**src/rtl/systolic_array_ctrl.sv**
```systemverilog
// systolic_array_ctrl
//   Sequencer for a 4x4 systolic_array datapath. Operand matrices A (west
//   side) and B (north side) live in local register files loaded from a host
//   write port. A start request clears the array, streams skewed operands
//   onto the 8 edge inputs, then waits for the array's done (or a timeout)
//   and reports completion with a one-cycle done pulse or a sticky err flag.
//
// Ports
//   clk            rising-edge clock
//   rst            asynchronous, active-low reset
//   wr_en          operand write strobe
//   wr_sel         0 = write A, 1 = write B
//   wr_row/wr_col  element index of the write
//   wr_data        operand value
//   start          begin a multiply (only honoured in IDLE)
//   busy           high from the cycle after start is accepted until FINISH/ERR exits
//   done           one-cycle pulse on successful completion
//   err            sticky timeout flag, cleared by the next accepted start
//   arr_rst        active-high clear to the array
//   arr_done       array's done output (only looked at in DRAIN)
//   west0..3       array west inputs
//   north0..3      array north inputs
//   state_dbg      current FSM state encoding, for observation
//
// Host interface handshake: there is no ready signal. A write is taken on
// any rising edge where wr_en=1 and busy=0; otherwise it is dropped. start
// is taken on any rising edge where the FSM is in IDLE; a write and a start
// on the same edge both take effect (the write lands before the run reads
// the matrices). Requests that are not taken are not queued.
module systolic_array_ctrl #(
    parameter int DW      = 32,
    parameter int N       = 4,
    parameter int TIMEOUT = 64
) (
    input  logic          clk,
    input  logic          rst,
    input  logic          wr_en,
    input  logic          wr_sel,
    input  logic [1:0]    wr_row,
    input  logic [1:0]    wr_col,
    input  logic [DW-1:0] wr_data,
    input  logic          start,
    output logic          busy,
    output logic          done,
    output logic          err,
    output logic          arr_rst,
    input  logic          arr_done,
    output logic [DW-1:0] west0,
    output logic [DW-1:0] west1,
    output logic [DW-1:0] west2,
    output logic [DW-1:0] west3,
    output logic [DW-1:0] north0,
    output logic [DW-1:0] north1,
    output logic [DW-1:0] north2,
    output logic [DW-1:0] north3,
    output logic [2:0]    state_dbg
);

    localparam int         TW        = $clog2(TIMEOUT + 1);
    localparam logic [2:0] LAST_STEP = 3'(2 * N - 2);

    typedef enum logic [2:0] {
        S_IDLE   = 3'd0,
        S_CLR    = 3'd1,
        S_FEED   = 3'd2,
        S_DRAIN  = 3'd3,
        S_FINISH = 3'd4,
        S_ERR    = 3'd5
    } state_t;

    state_t                         state;
    logic [2:0]                     step;
    logic [TW-1:0]                  tcnt;
    logic [TW-1:0]                  tcnt_inc;
    logic [2:0]                     feed_step;
    logic [N-1:0][N-1:0][DW-1:0]    a_mem;
    logic [N-1:0][N-1:0][DW-1:0]    b_mem;
    logic [N-1:0][DW-1:0]           west_q;
    logic [N-1:0][DW-1:0]           north_q;
    logic [N-1:0][DW-1:0]           west_nx;
    logic [N-1:0][DW-1:0]           north_nx;

    // Operand register files. Writes are locked out while a run is in
    // progress so the streamed operands cannot change under the array.
    always_ff @(posedge clk or negedge rst) begin
        if (!rst) begin
            a_mem <= '0;
            b_mem <= '0;
        end else if (wr_en && !busy) begin
            if (wr_sel)
                b_mem[wr_row][wr_col] <= wr_data;
            else
                a_mem[wr_row][wr_col] <= wr_data;
        end
    end

    // Edge outputs are registered, so the values for a step are computed one
    // edge early: in CLR we prepare step 0, in FEED step t we prepare t+1.
    assign feed_step = (state == S_CLR) ? 3'd0 : step + 3'd1;

    // Skew: west_i carries A[i][k] and north_i carries B[k][i] at step i+k.
    always_comb begin
        west_nx  = '0;
        north_nx = '0;
        for (int i = 0; i < N; i++) begin
            for (int k = 0; k < N; k++) begin
                if (feed_step == 3'(i + k)) begin
                    west_nx[i]  = a_mem[i][k];
                    north_nx[i] = b_mem[k][i];
                end
            end
        end
    end

    // Saturating timeout count for DRAIN.
    assign tcnt_inc = (tcnt == TW'(TIMEOUT)) ? tcnt : tcnt + TW'(1);

    always_ff @(posedge clk or negedge rst) begin
        if (!rst) begin
            state   <= S_IDLE;
            busy    <= 1'b0;
            done    <= 1'b0;
            err     <= 1'b0;
            arr_rst <= 1'b1;
            step    <= '0;
            tcnt    <= '0;
            west_q  <= '0;
            north_q <= '0;
        end else begin
            done <= 1'b0;
            case (state)
                S_IDLE: begin
                    arr_rst <= 1'b1;
                    busy    <= 1'b0;
                    west_q  <= '0;
                    north_q <= '0;
                    if (start) begin
                        state <= S_CLR;
                        busy  <= 1'b1;
                        err   <= 1'b0;
                    end
                end
                S_CLR: begin
                    step    <= '0;
                    arr_rst <= 1'b0;
                    west_q  <= west_nx;
                    north_q <= north_nx;
                    state   <= S_FEED;
                end
                S_FEED: begin
                    if (step == LAST_STEP) begin
                        state   <= S_DRAIN;
                        tcnt    <= '0;
                        west_q  <= '0;
                        north_q <= '0;
                    end else begin
                        step    <= step + 3'd1;
                        west_q  <= west_nx;
                        north_q <= north_nx;
                    end
                end
                S_DRAIN: begin
                    tcnt <= tcnt_inc;
                    // arr_done wins over a timeout reached on the same edge.
                    if (arr_done) begin
                        state <= S_FINISH;
                        done  <= 1'b1;
                    end else if (tcnt_inc == TW'(TIMEOUT)) begin
                        state <= S_ERR;
                        err   <= 1'b1;
                    end
                end
                S_FINISH, S_ERR: begin
                    state   <= S_IDLE;
                    busy    <= 1'b0;
                    arr_rst <= 1'b1;
                end
                default: begin
                    state   <= S_IDLE;
                    busy    <= 1'b0;
                    arr_rst <= 1'b1;
                    west_q  <= '0;
                    north_q <= '0;
                end
            endcase
        end
    end

    assign west0     = west_q[0];
    assign west1     = west_q[1];
    assign west2     = west_q[2];
    assign west3     = west_q[3];
    assign north0    = north_q[0];
    assign north1    = north_q[1];
    assign north2    = north_q[2];
    assign north3    = north_q[3];
    assign state_dbg = state;

endmodule

```
**config.mk**
```make
export PLATFORM = sky130hd
export DESIGN_NAME = systolic_array_ctrl
export DESIGN_NICKNAME = d
export VERILOG_FILES = /design/src/rtl/systolic_array_ctrl.sv
export SDC_FILE = /design/constraint.sdc
export NUM_CORES = 2
export LEC_CHECK = 0
export ABC_AREA = 1
export BUFFER_PORTS_ARGS = -buffer_cell sky130_fd_sc_hd__buf_2
export CELL_PAD_IN_SITES_DETAIL_PLACEMENT = 1
export CELL_PAD_IN_SITES_GLOBAL_PLACEMENT = 2
export CORE_ASPECT_RATIO = 0.5
export CORE_MARGIN = 5
export CORE_UTILIZATION = 34
export CTS_CLUSTER_DIAMETER = 100
export DETAILED_ROUTE_END_ITERATION = 10
export GPL_TIMING_DRIVEN = 1
export PLACE_DENSITY = 0.85
export RECOVER_POWER = 100
export SETUP_SLACK_MARGIN = 0.2
export SKIP_CTS_REPAIR_TIMING = 1
export SLEW_MARGIN = 20
export SYNTH_ARGS = -nofsm -noshare
export SYNTH_HDL_FRONTEND = slang
export SYNTH_SLANG_ARGS = --single-unit
```
**constraint.sdc**
```tcl
create_clock -name clk -period 2.1 [get_ports clk]
set_clock_uncertainty 0.2 [all_clocks]
set_input_delay 0.315 -clock clk [delete_from_list [all_inputs] [get_ports clk]]
set_output_delay 0.315 -clock clk [all_outputs]
set_load 0.01 [all_outputs]
```
# --- Word level (Yosys, flattened, before mapping) ---
# Cells that the tools add are included.
word_totals:
  ff_bits: 1297
  out_inout_bits: 263
classes:
  add_sub_neg: 2
  order_cmp: 4
  eq_ne: 20
  mux: 62
  bitwise: 1
  n_reduce_logical: 18
ops:
  columns: ["operator", "n"]
  rows:
  - ["32-bit 2-to-1 mux", 33]
  - ["512-bit bitwise mux", 2]
  - ["128-bit case mux with 3 select lines", 2]
  - ["128-bit 2-to-1 mux", 3]
  - ["128-bit demux with 2-bit select", 1]
  - ["32-bit demux with 2-bit select", 1]
  - ["3-bit == test (second input constant)", 6]
  - ["3-bit 2-to-1 mux", 6]
  - ["7-bit == test (second input constant)", 2]
  - ["7-bit 2-to-1 mux", 2]
  - ["7-bit case mux with 2 select lines", 1]
  - ["3-bit by 2-bit == test with 1-bit output (second input constant)", 4]
  - ["3-bit case mux with 4 select lines", 1]
  - ["2-bit != test (second input constant)", 5]
  - ["2-bit AND reduction", 4]
  - ["7-bit by 1-bit adder with 7-bit output (second input constant)", 1]
  - ["3-bit by 1-bit == test with 1-bit output (second input constant)", 2]
  - ["3-bit logical NOT", 2]
  - ["2-bit by 3-bit less-than comparator with 1-bit output (second input constant)", 2]
  - ["1-bit 2-to-1 mux", 6]
  - ["1-bit case mux with 2 select lines", 3]
  - ["3-bit case mux with 2 select lines", 1]
  - ["2-bit nonzero test", 3]
  - ["3-bit OR reduction", 2]
  - ["9 further kinds", 12]

# --- Depth between registers and ports, before layout ---
logic_depth:
  ltp_word: 9
  mapped_depth: 13

# --- Worst setup path after synthesis ---
# No wires, ideal clock.
synth_timing:
  path_kind: "register to register"
  start: "register step[0]"
  end: "register west_q (netlist bit west0[13])"
  setup_ps: 117
  arrival_time_ps: 1912
  required_time_ps: 1783
  setup_slack_ps: -128
  path_stages_with_launch: 13
  synth_period_minus_slack_ps: 2228
  path_cell_list: "dfrtp_1 inv_1 ha_1 inv_1 nand2_1 nor3_4 inv_2 buf_2 buf_2 nor2_1 nor2_1 nand2_1 nand2_1"
synth_via:
  elab_chain_len: 9
synth_rtl:
  columns: ["element", "line_no", "source"]
  rows:
  - ["start: declaration", "72", "logic [2:0] step;"]
  - ["start signal: assignment", "157", "step <= step + 3'd1;"]
  - ["3-bit by 1-bit adder with 3-bit output", "99", "assign feed_step = (state == S_CLR) ? 3'd0 : step + 3'd1;"]
  - ["3-bit 2-to-1 mux", "99", null]
  - ["3-bit logical NOT", "107", "if (feed_step == 3'(i + k)) begin"]
  - ["32-bit 2-to-1 mux (4 in a row)", "107", null]
  - ["128-bit 2-to-1 mux", "151", "if (step == LAST_STEP) begin"]
  - ["128-bit case mux with 3 select lines (*)", "131", "case (state)"]
  - ["end signal: assignment", "146", "west_q <= west_nx;"]
  - ["end signal: assignment", "158", "west_q <= west_nx;"]
  - ["end: declaration", "78", "logic [N-1:0][DW-1:0] west_q;"]
# Every way passes the cells marked *; elsewhere a longest branch is shown, timed or not.
# A chain may end at the register's enable or synchronous reset.

# --- Worst setup path in the final report ---
layout_timing:
  start: "register step[0]"
  end: "register north_q (netlist bit north1[6])"
layout_via:
  elab_chain_len: 9
layout_rtl:
  columns: ["element", "line_no", "source"]
  rows:
  - ["3-bit by 1-bit adder with 3-bit output", "99", null]
  - ["3-bit 2-to-1 mux", "99", null]
  - ["3-bit by 1-bit == test with 1-bit output", "107", null]
  - ["32-bit 2-to-1 mux (4 in a row)", "107", null]
  - ["128-bit 2-to-1 mux", "151", null]
  - ["128-bit case mux with 3 select lines (*)", "131", null]
  - ["end signal: assignment", "147", "north_q <= north_nx;"]
  - ["end signal: assignment", "159", "north_q <= north_nx;"]
  - ["end: declaration", "79", "logic [N-1:0][DW-1:0] north_q;"]
# Marked as above.

==> results.toml <==
[timing]
setup_ws_ps = -274.6
finalSetupViolCount = 276
rsz0062_at_grt = "yes"
timing.hold.ws_ps = 121.0
final_hold_viol_count = 0
tightestPinTransition_ps = 1416
fin_crit_sh = 1.131
relSlewSlack = 0.05587
slew_violations = 0
tns_ps = -40050
fmax_mhz = 421.1
period_minus_slack_ps = 2375

[synth]
synthCells = 6459
synth_top_area_cell = "dfrtp_1"
synth.net_count = 6505
seq_area_frac_synth = 0.6004
synthesis.area_um2 = 54060
yosysWarningCount = 0
netlist.area_leader.share = 0.5999
syn_avg_cell_area_um2 = 8.370
ys_seq_elements = 1297
ys_types = 28
synth_area_leaders = "dfrtp_1 60%, nand2_1 17%, o21ai_0 12%"

[route]
drt-total-wl_um = 196700
via_per_inst = 5.082
vias = 45790
drtPass1Iterations = 5
drc = 0
wl_per_cell_um = 21.83
ant_nets = 0
drt_iter0_markers = 3512

[final_layout]
fin_nets = 6856
final_cells = 9010
fin_area_um2 = 65780
drive_above_1_share = 0.1038
fill_cells = 18550
syn2layout_area_growth_pct = 21.67
mostFrequentLayoutCell = "nand2_1"
final_cell_mix = "2357 x nand2_1, 1294 x dfrtp_1, 1184 x o21ai_0"
postLayoutCoreUtil = 0.4167

[job]
drv_cap = 0

[setup_path]
crit_path_end_kind = "flip-flop"
critPathKind = "reg2reg"
critPathRequiredTime_ps = 2550
crit_start = "step[0]$_DFFE_PN0P_"
r2r-start = "step[0]$_DFFE_PN0P_"
r2r_cells = 13
crit_path_max_fanout = 10
cp.arrival_ps = 2820
cp-start-kind = "flip-flop"

[global_routing]
grt_start_max_net_pins = 93
antenna_found_initial = 9
grt_pass1_wl_um = 293200
grt-ovfl-total = 0
grt_pass1_vias = 46790
grt_usage = 0.2238

[die]
initial_utilization = 0.3424
ios = 305
die_w_um = 573.9
rows = 103
die_h_um = 292.0
core_um2 = 157900
dieArea_um2 = 167600

[cts]
clk_path_buf_depth = 3
numCtsBuffers = 120
clk_pin_slew_ps = 70
cts_tree = "built"
clk-insertion-delay-late_ps = 730
numClockSinks = 1297
cts_root_buf = "clkbuf_16"
htreeDepth = 3

[hold_path]
hp-class = "in2reg"
hold_start = "wr_col[0]"
whs_path_depth = 5

[placement]
routabilityCongestion = 0.7810
place_ws_ps = -296.1
port_buffers = 304
place_inst = 8703
placed_area_um2 = 60800
dpl.hpwl_um = 122800

[power_and_ir_drop]
power_leakage_nw = 32.06
total_power_mw = 98.63
vdd_ir_drop_max_mv = 1.142
power_density_nw_per_um2 = 1499

[status]
status = "complete, but fails checks"
violations = "setup timing"
-- report_power, final --
group | internal (mW) | switching [mW] | total, mW
logic | 14.7 | 24.2 | 38.9
registers | 31.6 | 4.31 | 35.9
clock network | 13.5 | 10.3 | 23.8
total | 59.8 | 38.9 | 98.6
-- layout make-up --
| class | count | area, um^2 | share of cell area |
|---|---|---|---|
| Antenna cell | 4 | 10.01 | 0.0001522 |
| Clock buffer | 167 | 3421 | 0.05200 |
| Clock inverter | 51 | 804.5 | 0.01223 |
| Inverter | 161 | 634.4 | 0.009644 |
| Multi-Input combinational cell | 4513 | 19440 | 0.2955 |
| Sequential cell | 1297 | 32460 | 0.4935 |
| Tap cell | 2100 | 2628 | 0.03995 |
| Timing Repair Buffer | 717 | 6381 | 0.09701 |
-- worst paths after layout --
| path | slack (ps) | to |
|---|---|---|
| setup / recovery | -270 | north1[6]$_DFFE_PN0N_ |
| hold / removal | 120 | a_mem[31]$_DFFE_PN0P_ |
| setup reg to reg | -270 | north1[6]$_DFFE_PN0N_ |
| hold reg to reg | 280 | arr_rst$_DFFE_PN1N_ |
| max in group asynchronous | -10 | arr_rst$_DFFE_PN1N_ |
| min in group asynchronous | 220 | a_mem[174]$_DFFE_PN0P_ |
-- sequential cells by signal (all words and copies together), names as in the netlist, 32 cells and up --
name    flops
a_mem     512
b_mem     512
north0     32
north1     32
north2     32
north3     32
west0      32
west1      32
west2      32
west3      32
-- cells in the mapped netlist --
library cell / count
nand3_1: 45
o22ai_1: 4
buf_4: 7
ha_1: 4
nand4_1: 35
xor2_2: 1
inv_2: 4
buf_2: 71
nor2_1: 515
a21oi_1: 193
o211ai_1: 1
clkinv_1: 1
or2_2: 3
xor2_1: 1
clkbuf_1: 393
o21ai_2: 1
o21bai_1: 1
dfrtp_1: 1296
nor3_2: 1
nand2_1: 2415
xnor2_1: 1
buf_1: 17
nor3_4: 1
inv_1: 156
o21ai_1: 38
o21ai_0: 1252
nand3_2: 1
dfstp_2: 1
-- worst max-delay path: stages (launching register included) --
cell,delay [ps]
dfrtp_2,420
inv_2,70
ha_4,290
nand3_2,130
buf_4,180
nor2_4,180
buf_4,150
buf_12,150
buf_12,110
nand2_1,40
nand2_1,60
nor2_1,40
buf_4,130
o21ai_0,130
-- logic make-up after synthesis --
family	synth area share
AND/OR/NAND/NOR	0.2127
AO/OA/AOI/OAI	0.1382
flip-flops	0.6004
buffers and inverters	0.04719
adder cells (fa/ha/maj)	0.0009258
XOR/XNOR	0.0006250
-- per-layer routing --
| metal | part of all wire | global-route usage | vias to the layer above | wire (um) |
|---|---|---|---|---|
| met1 | 0.46 | 0.3146 | 23320 | 90690 |
| met3 | 0.041 | 0.02788 | 237 | 8138 |
| met4 | 0.027 | 0.05759 | 0 | 5243 |
| met2 | 0.47 | 0.3682 | 894 | 92640 |
| met5 | 0 | 0 | - | 0 |
| li1 | - | - | 21340 | - |
No activity file was read; power rests on OpenSTA's default activity.
